--- src/rtl/spi_pkg.sv ---
`default_nettype none
// ============================================================================
// Module   : spi_pkg
// Purpose  : Shared types and constants for the SPI transfer scheduler.
//            Defines the scheduler state encoding, the command word layout
//            ({slave, data}), the idle chip-select pattern and the reserved
//            slave id that is reported as an error instead of launched.
// Revision : 1.0 - initial release
// ============================================================================
package spi_pkg;

  localparam int SPI_SLAVE_W = 2;
  localparam int SPI_DATA_W  = 8;
  localparam int SPI_CMD_W   = SPI_SLAVE_W + SPI_DATA_W;

  // Master chip selects are active-low; all ones means no slave selected.
  localparam logic [2:0] CS_IDLE = 3'b111;

  // Only three chip selects exist, so id 3 has no slave behind it.
  localparam logic [SPI_SLAVE_W-1:0] SLAVE_INVALID = 2'd3;

  typedef enum logic [2:0] {
    ST_IDLE      = 3'd0,
    ST_LAUNCH    = 3'd1,
    ST_WAIT_SEL  = 3'd2,
    ST_WAIT_DONE = 3'd3,
    ST_SETTLE    = 3'd4,
    ST_RESPOND   = 3'd5
  } spi_sched_state_t;

endpackage
`default_nettype wire

--- src/rtl/spi_cmd_fifo.sv ---
`default_nettype none
// ============================================================================
// Module   : spi_cmd_fifo
// Purpose  : Synchronous first-word-fall-through FIFO holding queued SPI
//            commands. The head entry is always visible on pop_data.
// Ports    : clk, reset_n     - clock, asynchronous active-low reset
//            push, push_data  - write request (ignored when full)
//            pop, pop_data    - read request (ignored when empty), head entry
//            full, empty      - occupancy flags
//            level            - number of stored entries, 0..DEPTH
// Revision : 1.0 - initial release
// ============================================================================
module spi_cmd_fifo
  import spi_pkg::*;
#(
  parameter int DEPTH = 4,
  parameter int WIDTH = SPI_CMD_W
) (
  input  logic                     clk,
  input  logic                     reset_n,
  input  logic                     push,
  input  logic [WIDTH-1:0]         push_data,
  input  logic                     pop,
  output logic [WIDTH-1:0]         pop_data,
  output logic                     full,
  output logic                     empty,
  output logic [$clog2(DEPTH):0]   level
);

  localparam int PTR_W = $clog2(DEPTH);
  localparam logic [PTR_W-1:0] PTR_ONE   = PTR_W'(1);
  localparam logic [PTR_W:0]   LVL_ONE   = (PTR_W+1)'(1);
  localparam logic [PTR_W:0]   LVL_FULL  = (PTR_W+1)'(DEPTH);

  logic [WIDTH-1:0] mem [DEPTH];
  logic [PTR_W-1:0] wr_ptr;
  logic [PTR_W-1:0] rd_ptr;
  logic [PTR_W:0]   count;
  logic             do_push;
  logic             do_pop;

  assign do_push = push && !full;
  assign do_pop  = pop && !empty;

  // Storage carries no reset; validity is tracked solely by count.
  always_ff @(posedge clk) begin
    if (do_push) begin
      mem[wr_ptr] <= push_data;
    end
  end

  // DEPTH is a power of two, so the pointers wrap naturally.
  always_ff @(posedge clk or negedge reset_n) begin
    if (!reset_n) begin
      wr_ptr <= '0;
      rd_ptr <= '0;
      count  <= '0;
    end else begin
      if (do_push) begin
        wr_ptr <= wr_ptr + PTR_ONE;
      end
      if (do_pop) begin
        rd_ptr <= rd_ptr + PTR_ONE;
      end
      case ({do_push, do_pop})
        2'b10:   count <= count + LVL_ONE;
        2'b01:   count <= count - LVL_ONE;
        default: count <= count;
      endcase
    end
  end

  assign pop_data = mem[rd_ptr];
  assign full     = (count == LVL_FULL);
  assign empty    = (count == '0);
  assign level    = count;

endmodule
`default_nettype wire

--- src/rtl/spi_transfer_scheduler.sv ---
`default_nettype none
// ============================================================================
// Module   : spi_transfer_scheduler
// Purpose  : Queues SPI byte-transfer commands and launches them one at a
//            time on an SPI master, watching the master's chip selects to
//            detect completion and returning the received byte (or an error
//            for timeouts and invalid slave ids) on a response port.
// Ports    : clk, reset_n                 - clock, async active-low reset
//            cmd_valid/ready/slave/data   - command request channel
//            rsp_valid/ready/data/slave/err - response channel
//            start, slaveSelect,
//            masterDataToSend             - drive the SPI master
//            masterDataReceived, CS       - observed from the SPI master
//            busy, level                  - activity and queue occupancy
// Revision : 1.0 - initial release
// ============================================================================
module spi_transfer_scheduler
  import spi_pkg::*;
#(
  parameter int DEPTH   = 4,
  parameter int TIMEOUT = 32
) (
  input  logic                   clk,
  input  logic                   reset_n,
  input  logic                   cmd_valid,
  output logic                   cmd_ready,
  input  logic [SPI_SLAVE_W-1:0] cmd_slave,
  input  logic [SPI_DATA_W-1:0]  cmd_data,
  output logic                   rsp_valid,
  input  logic                   rsp_ready,
  output logic [SPI_DATA_W-1:0]  rsp_data,
  output logic [SPI_SLAVE_W-1:0] rsp_slave,
  output logic                   rsp_err,
  output logic                   start,
  output logic [SPI_SLAVE_W-1:0] slaveSelect,
  output logic [SPI_DATA_W-1:0]  masterDataToSend,
  input  logic [SPI_DATA_W-1:0]  masterDataReceived,
  input  logic [2:0]             CS,
  output logic                   busy,
  output logic [$clog2(DEPTH):0] level
);

  localparam int TW = $clog2(TIMEOUT) + 1;
  localparam logic [TW-1:0] TIMER_ONE = TW'(1);
  localparam logic [TW-1:0] TIMER_MAX = '1;
  localparam logic [TW-1:0] TIMER_LIM = TW'(TIMEOUT);

  spi_sched_state_t state, state_next;

  logic [SPI_CMD_W-1:0]   head;
  logic [SPI_SLAVE_W-1:0] head_slave;
  logic [SPI_DATA_W-1:0]  head_data;
  logic                   fifo_full;
  logic                   fifo_empty;
  logic                   pop;

  logic [TW-1:0]          timer, timer_next, timer_inc;
  logic                   timeout_hit;

  logic                   start_next;
  logic [SPI_SLAVE_W-1:0] sel_next;
  logic [SPI_DATA_W-1:0]  tx_next;
  logic                   rsp_valid_next;
  logic [SPI_DATA_W-1:0]  rsp_data_next;
  logic [SPI_SLAVE_W-1:0] rsp_slave_next;
  logic                   rsp_err_next;

  spi_cmd_fifo #(
    .DEPTH (DEPTH),
    .WIDTH (SPI_CMD_W)
  ) u_fifo (
    .clk       (clk),
    .reset_n   (reset_n),
    .push      (cmd_valid),
    .push_data ({cmd_slave, cmd_data}),
    .pop       (pop),
    .pop_data  (head),
    .full      (fifo_full),
    .empty     (fifo_empty),
    .level     (level)
  );

  assign head_slave = head[SPI_CMD_W-1 -: SPI_SLAVE_W];
  assign head_data  = head[SPI_DATA_W-1:0];

  assign cmd_ready  = !fifo_full;
  assign busy       = (state != ST_IDLE) || !fifo_empty;

  // Saturating so a long stall never wraps back below the limit.
  assign timer_inc   = (timer == TIMER_MAX) ? timer : timer + TIMER_ONE;
  // Abort once the cycles spent in the wait state reach TIMEOUT.
  assign timeout_hit = (timer_inc == TIMER_LIM);

  always_ff @(posedge clk or negedge reset_n) begin
    if (!reset_n) begin
      state            <= ST_IDLE;
      timer            <= '0;
      start            <= 1'b0;
      slaveSelect      <= SLAVE_INVALID;
      masterDataToSend <= '0;
      rsp_valid        <= 1'b0;
      rsp_data         <= '0;
      rsp_slave        <= '0;
      rsp_err          <= 1'b0;
    end else begin
      state            <= state_next;
      timer            <= timer_next;
      start            <= start_next;
      slaveSelect      <= sel_next;
      masterDataToSend <= tx_next;
      rsp_valid        <= rsp_valid_next;
      rsp_data         <= rsp_data_next;
      rsp_slave        <= rsp_slave_next;
      rsp_err          <= rsp_err_next;
    end
  end

  // Outputs are registered: each branch computes the value the output
  // takes in the state being entered (start is high exactly in LAUNCH).
  always_comb begin
    state_next     = state;
    pop            = 1'b0;
    timer_next     = timer_inc;
    start_next     = 1'b0;
    sel_next       = slaveSelect;
    tx_next        = masterDataToSend;
    rsp_valid_next = rsp_valid;
    rsp_data_next  = rsp_data;
    rsp_slave_next = rsp_slave;
    rsp_err_next   = rsp_err;

    case (state)
      ST_IDLE: begin
        // CS must be idle so a master transfer still running after a
        // reset of this block is never overlapped.
        if (!fifo_empty && (CS == CS_IDLE) && !rsp_valid) begin
          pop            = 1'b1;
          sel_next       = head_slave;
          tx_next        = head_data;
          rsp_slave_next = head_slave;
          if (head_slave == SLAVE_INVALID) begin
            state_next     = ST_RESPOND;
            rsp_valid_next = 1'b1;
            rsp_err_next   = 1'b1;
            rsp_data_next  = '0;
          end else begin
            state_next = ST_LAUNCH;
            start_next = 1'b1;
          end
        end
      end
      ST_LAUNCH: begin
        state_next = ST_WAIT_SEL;
        timer_next = '0;
      end
      ST_WAIT_SEL: begin
        if (CS != CS_IDLE) begin
          state_next = ST_WAIT_DONE;
          timer_next = '0;
        end else if (timeout_hit) begin
          state_next     = ST_RESPOND;
          rsp_valid_next = 1'b1;
          rsp_err_next   = 1'b1;
          rsp_data_next  = '0;
        end
      end
      ST_WAIT_DONE: begin
        if (CS == CS_IDLE) begin
          state_next = ST_SETTLE;
        end else if (timeout_hit) begin
          state_next     = ST_RESPOND;
          rsp_valid_next = 1'b1;
          rsp_err_next   = 1'b1;
          rsp_data_next  = '0;
        end
      end
      ST_SETTLE: begin
        // The master updates its receive register on the falling edge,
        // so the byte is only trustworthy one cycle after CS goes idle.
        state_next     = ST_RESPOND;
        rsp_valid_next = 1'b1;
        rsp_err_next   = 1'b0;
        rsp_data_next  = masterDataReceived;
      end
      ST_RESPOND: begin
        if (rsp_ready) begin
          state_next     = ST_IDLE;
          rsp_valid_next = 1'b0;
        end
      end
      default: begin
        state_next = ST_IDLE;
      end
    endcase
  end

endmodule
`default_nettype wire

--- config.mk ---
export PLATFORM = sky130hd
export DESIGN_NAME = spi_transfer_scheduler
export DESIGN_NICKNAME = d
export VERILOG_FILES = /design/src/rtl/spi_pkg.sv /design/src/rtl/spi_cmd_fifo.sv /design/src/rtl/spi_transfer_scheduler.sv
export SDC_FILE = /design/constraint.sdc
export NUM_CORES = 1
export LEC_CHECK = 0
export CAP_MARGIN = 30
export CORE_MARGIN = 2
export CORE_UTILIZATION = 53
export DETAILED_ROUTE_END_ITERATION = 16
export PLACE_DENSITY = 0.79
export SYNTH_ARGS = -nofsm -noshare
export SYNTH_HDL_FRONTEND = slang
export SYNTH_SLANG_ARGS = --single-unit
--- constraint.sdc ---
create_clock -name clk -period 3.45 [get_ports clk]
set_input_delay 0.69 -clock clk [delete_from_list [all_inputs] [get_ports clk]]
set_output_delay 0.69 -clock clk [all_outputs]
set_load 0.05 [all_outputs]
; Yosys cells after proc, flatten, opt, wreduce, memory -nomap -nowiden
; Memory sizes are Yosys's and may differ from the RTL's.
; Index checks and enable logic that the tools add are counted.
[totals]
mem_count = 1
regBits = 39
inputBits = 25
elab_cells = 89
ramBits = 40
[classes]
reduce_logical = 18
n_addsub = 5
eq_ne = 18
muxes = 35
[memory_table]
columns = memory, words, word_bits, rd, rd_ports_with_merged_regs, write_ports, line_no
row1 = u_fifo.mem, 4, 10, 1, 0, 1, spi_cmd_fifo.sv:35  ; logic [WIDTH-1:0] mem [DEPTH];
[op_table]
columns = op, count
row1 = 2-to-1 mux 8 bit, 5
row2 = one-hot mux 8 bit (4 select lines), 1
row3 = 2-to-1 mux 3 bit, 6
row4 = one-hot mux 3 bit (6 select lines), 1
row5 = 2-to-1 mux 1 bit, 16
row6 = "equality test 3 bit, second input constant", 4
row7 = "equality test 6 bit, second input constant", 2
row8 = 2-to-1 mux 6 bit, 2
row9 = one-hot mux 6 bit (2 select lines), 1
row10 = "inequality test 2 bit, second input constant", 5
row11 = "adder 6 x 1 -> 6 bit, second input constant", 1
row12 = "equality test 3 x 2 -> 1 bit, second input constant", 2
row13 = zero test 3 bit, 2
row14 = one-hot mux 3 bit (2 select lines), 1
row15 = AND reduction 6 bit, 1
row16 = one-hot mux 1 bit (5 select lines), 1
row17 = AND reduction 5 bit, 1
row18 = nonzero test 5 bit, 1
row19 = "adder 2 x 1 -> 2 bit, second input constant", 2
row20 = "equality test 2 bit, second input constant", 2
row21 = logical AND 1 bit, 4
row22 = one-hot mux 1 bit (4 select lines), 1
row23 = AND reduction 2 bit, 2
row24 = nonzero test 4 bit, 1
row25 = 9 further kinds, 11

; Logic depth before layout (Yosys ltp)
[depth]
word_depth = 9
ltp_mapped = 12
depth_no_buf = 10

; Cells and area by module
; From an unflattened synthesis, not the netlist that was laid out.
[hier_totals]
hier_cells = 240
hier_area_um2 = 3313.2
[modules_own_cells]
columns = module, seq_area_each_um2, instances, area_per_inst_um2, cells_each
row1 = spi_cmd_fifo, 1376.3, 1, 1869.3, 90
row2 = spi_transfer_scheduler, 803.3, 1, 1443.9, 150

; Worst setup path before layout
; Ideal clock, no wire load.
[synth_timing]
path_kind = reg2reg
start = reg u_fifo.count[2], in the netlist u_fifo.level[2]
end = reg u_fifo.count[2], in the netlist u_fifo.level[2]
path_buffers = 0
t_required_ps = 3368
slack_ps = 732
arrival_time_ps = 2637
path_stages_with_launch = 10
setup_ps = 82
path_cell_list = dfrtp_1 nand3_1 and2_1 inv_1 ha_1 inv_1 fa_1 xor2_1 nor2_1 xor2_1
[synth_via]
elab_cells_between_ends = 16
[synth_lines]
columns = element, line_no
row1 = start: declaration, spi_cmd_fifo.sv:38  ; logic [PTR_W:0] count;
row2 = start signal: assignment, spi_cmd_fifo.sv:66  ; 2'b10: count <= count + LVL_ONE;
row3 = start signal: assignment, spi_cmd_fifo.sv:67  ; 2'b01: count <= count - LVL_ONE;
row4 = start signal: assignment, spi_cmd_fifo.sv:68  ; default: count <= count;
row5 = equality test 3 bit (*), spi_cmd_fifo.sv:74  ; assign full = (count == LVL_FULL);
row6 = zero test 1 bit (*), n/a
row7 = via cmd_ready, spi_transfer_scheduler.sv:26  ; output logic cmd_ready,
row8 = logical AND 1 bit (*), spi_cmd_fifo.sv:42  ; assign do_push = push && !full;
row9 = equality test 2 x 1 -> 1 bit / equality test 2 bit (equally long branches), spi_cmd_fifo.sv:65  ; case ({do_push, do_pop})
row10 = one-hot mux 3 bit (2 select lines) / nonzero test 2 bit (equally long branches), n/a
; Mark *: on every way through the listed nets, which the timed path passes. The rest lies on a longest branch.
; A chain may end at the register's enable or synchronous reset.

; Final worst setup path
[layout_timing]
start = reg state[0]
end = out busy
[layout_via]
elab_chain_cells = 2
[layout_lines]
columns = element, line_no
row1 = start: declaration, spi_transfer_scheduler.sv:48  ; spi_sched_state_t state, state_next;
row2 = start signal: assignment, spi_transfer_scheduler.sv:106  ; state <= state_next;
row3 = nonzero test 3 bit, spi_transfer_scheduler.sv:87  ; assign busy = (state != ST_IDLE) || !fifo_empty;
row4 = logical OR 1 bit, spi_transfer_scheduler.sv:87
row5 = end: declaration, spi_transfer_scheduler.sv:39  ; output logic busy,
; Every way passes these cells.

==> impl_metrics.env <==
export IMPL_layout_nets=355
export IMPL_max_stage_delay_ps=720
export IMPL_tns_ps=0
export IMPL_grt_pass1_wl_um=10500
export IMPL_maxCapViolations=0
export IMPL_clock_latency_ps=340
export IMPL_grt_usage_pct=19.3
export IMPL_synth_top_area_share_pct=35.3
export IMPL_fmax_mhz=341
export IMPL_postPlaceCellArea_um2=4010
export IMPL_rows=29
export IMPL_synth_edff_count=40
export IMPL_ys_flop_type="edfxtp_1"
export IMPL_syn_mean_instance_area_um2=12.8
export IMPL_synth_seq_cells=79
export IMPL_crit_fanout=13
export IMPL_fillers=457
export IMPL_grt_remaining_overflow=0
export IMPL_syn_area_um2=3400
export IMPL_syn2layout_area_growth_pct=22.3
export IMPL_maxSlewHeadroom_pct=42.0
export IMPL_end_kind="primary output"
export IMPL_routedWlPerCell_um=15.6
export IMPL_num_io_pins=53
export IMPL_yosysTopAreaCell="edfxtp_1"
export IMPL_finalPower_mw=3.65
export IMPL_gp_congestion=0.826
export IMPL_path_class="reg -> out"
export IMPL_vdd_drop_max_mv=0.716
export IMPL_root_buffer="clkbuf_8"
export IMPL_dr_pass1_iters=4
export IMPL_postCtsHoldBufs=0
export IMPL_floorplan_initialDensity_pct=54.2
export IMPL_fin_skew_ps=10.1
export IMPL_synth_cell_types=43
export IMPL_final_common_cell="clkdlybuf4s50_1"
export IMPL_design_core_area_um2=6280
export IMPL_cts_buffer_depth=2
export IMPL_grt_start_max_net_pins=40
export IMPL_ys_seq_area_share_pct=64.1
export IMPL_multiInputGateArea_um2=1120
export IMPL_cp_slowest_cell="clkdlybuf4s50_1"
export IMPL_cp_start_kind="register"
export IMPL_die_h_um=84.1
export IMPL_via_per_inst=5.51
export IMPL_crit_buf_inv=1
export IMPL_min_period_over_period_pct=85.1
export IMPL_drtIter0Drc=152
export IMPL_ys_async_sr_fraction_pct=49.4
export IMPL_grt_pass1_vias=2204
export IMPL_finalCriticalPeriod_ps=2940
export IMPL_hold_viol_final=0
export IMPL_outcome="complete, no violations"
export IMPL_stdcell_area_um2=4160
export IMPL_dieArea_um2=7070
export IMPL_io_buffers=52
export IMPL_post_cts_setup_buffer_count=0
export IMPL_powerDensity_nw_per_um2=879
export IMPL_rsz0062_at_grt="false"
export IMPL_vias=2230
export IMPL_ys_warn_count=0
export IMPL_antenna_found_initial=0
export IMPL_final_layout_size_suffix_gt1_share_pct=10.7
export IMPL_synthCells=265
export IMPL_route_detailed_drc=0
export IMPL_setup_violations=0
export IMPL_synth_area_leaders="edfxtp_1 35%, dfrtp_1 27%, mux4_2 6.0%"
export IMPL_clock_sinks=79
export IMPL_cts_repair_resized=0
export IMPL_slew_violations=0
export IMPL_arrival_ps=2250
export IMPL_path_cells="or2_2, nor2_1, nand2_1, clkdlybuf4s50_1"
export IMPL_antennaDiodeCount=0
export IMPL_worstMarginPinSlew_ps=870
export IMPL_die_w_um=84.1
export IMPL_synth_nets=297
export IMPL_required_ps=2760
export IMPL_numCtsBuffers=9
export IMPL_power_leakage_nw=1.66
export IMPL_wl_um=6310
export IMPL_most_common_layout_cells="51 x clkdlybuf4s50_1, 50 x nand2_1, 40 x edfxtp_1"
export IMPL_seqCellArea_um2=2180
export IMPL_drtAntennaViolNets=0
export IMPL_clk_pin_slew_ps=80
export IMPL_hpwl_um=4360
export IMPL_h_tree_depth=3
export IMPL_tritoncts="yes"
export IMPL_hp_class="in -> async"
export IMPL_cp_top_family="buffers and inverters"
final timing paths:
path / slack, ps / end / startpoint / cells past startpoint
max: 510 / busy / state[0] / 4
min: 450 / timer[4] / reset_n / 1
max reg2reg: 1010 / u_fifo.level[2] / state[0] / 10
min reg2reg: 460 / slaveSelect[0] / slaveSelect[0] / 2
max in group asynchronous: 2440 / u_fifo.level[2] / reset_n / 1
min in group clk: 460 / slaveSelect[0] / slaveSelect[0] / 2
per-layer routing:
layer / global-route usage (%) / vias to the layer above / wire length (um)
li1: - / 1066 / -
met4: 10.7 / 0 / 156
met1: 25.1 / 1079 / 2670
met2: 30.5 / 72 / 3160
met5: 0 / - / 0
met3: 4.06 / 13 / 328
through the flow:
stage | instances | setup slack (ps) | utilization (%) | hold WS [ps]
detailed placement | 389 | 482 | 63.8 | 450
finish | 405 | 513 | 66.2 | 453
floorplan | 265 | 732 | - | 394
global placement | 389 | 573 | 63.8 | 448
CTS | 405 | 504 | 66.2 | 463
global route | 405 | 426 | 66.2 | 486
power breakdown:
part	leakage [nW]	switching (mW)	total (mW)	internal [mW]
combinational	0.730	1.01	1.61	0.596
clock	0.0784	0.304	0.565	0.261
sequential	0.852	0.186	1.48	1.29
cell usage after synthesis (2+ instances only):
cell      number
o21ai_0        3
and3_1         5
o211ai_1       8
xnor2_1        6
buf_2          3
nor2_1        11
nand2_1       50
nor3_1         3
mux4_2         9
a21oi_1        6
nand3_1       22
edfxtp_1      40
clkbuf_1       5
dfstp_2        2
nand2b_1       2
ha_1           6
dfrtp_1       37
a31oi_1        3
inv_1         18
xor2_1         3
cell families after synthesis:
family	synth area share, %
fa+ha+maj	2.80
flops	64.1
simple gates	13.2
mux	7.03
compound gates	7.51
buf+inv	3.09
xor+xnor	2.32
state kept, by name, indices dropped and copies added, names as in the netlist:
name	flops
rsp_valid	1
u_fifo.rd_ptr	2
start	1
rsp_err	1
masterDataToSend	8
state	3
u_fifo.mem	40
timer	6
u_fifo.level	3
u_fifo.wr_ptr	2
rsp_slave	2
rsp_data	8
slaveSelect	2
area by class of cell:
cell class	instances	share of cell area [%]
Sequential cell	79	52.4
Multi-Input combinational cell	159	26.8
Timing Repair Buffer	56	13.1
Clock buffer	14	3.43
Tap cell	77	2.32
Inverter	18	1.63
Clock inverter	2	0.241
Note: power is estimated with default switching activity, not from simulation.
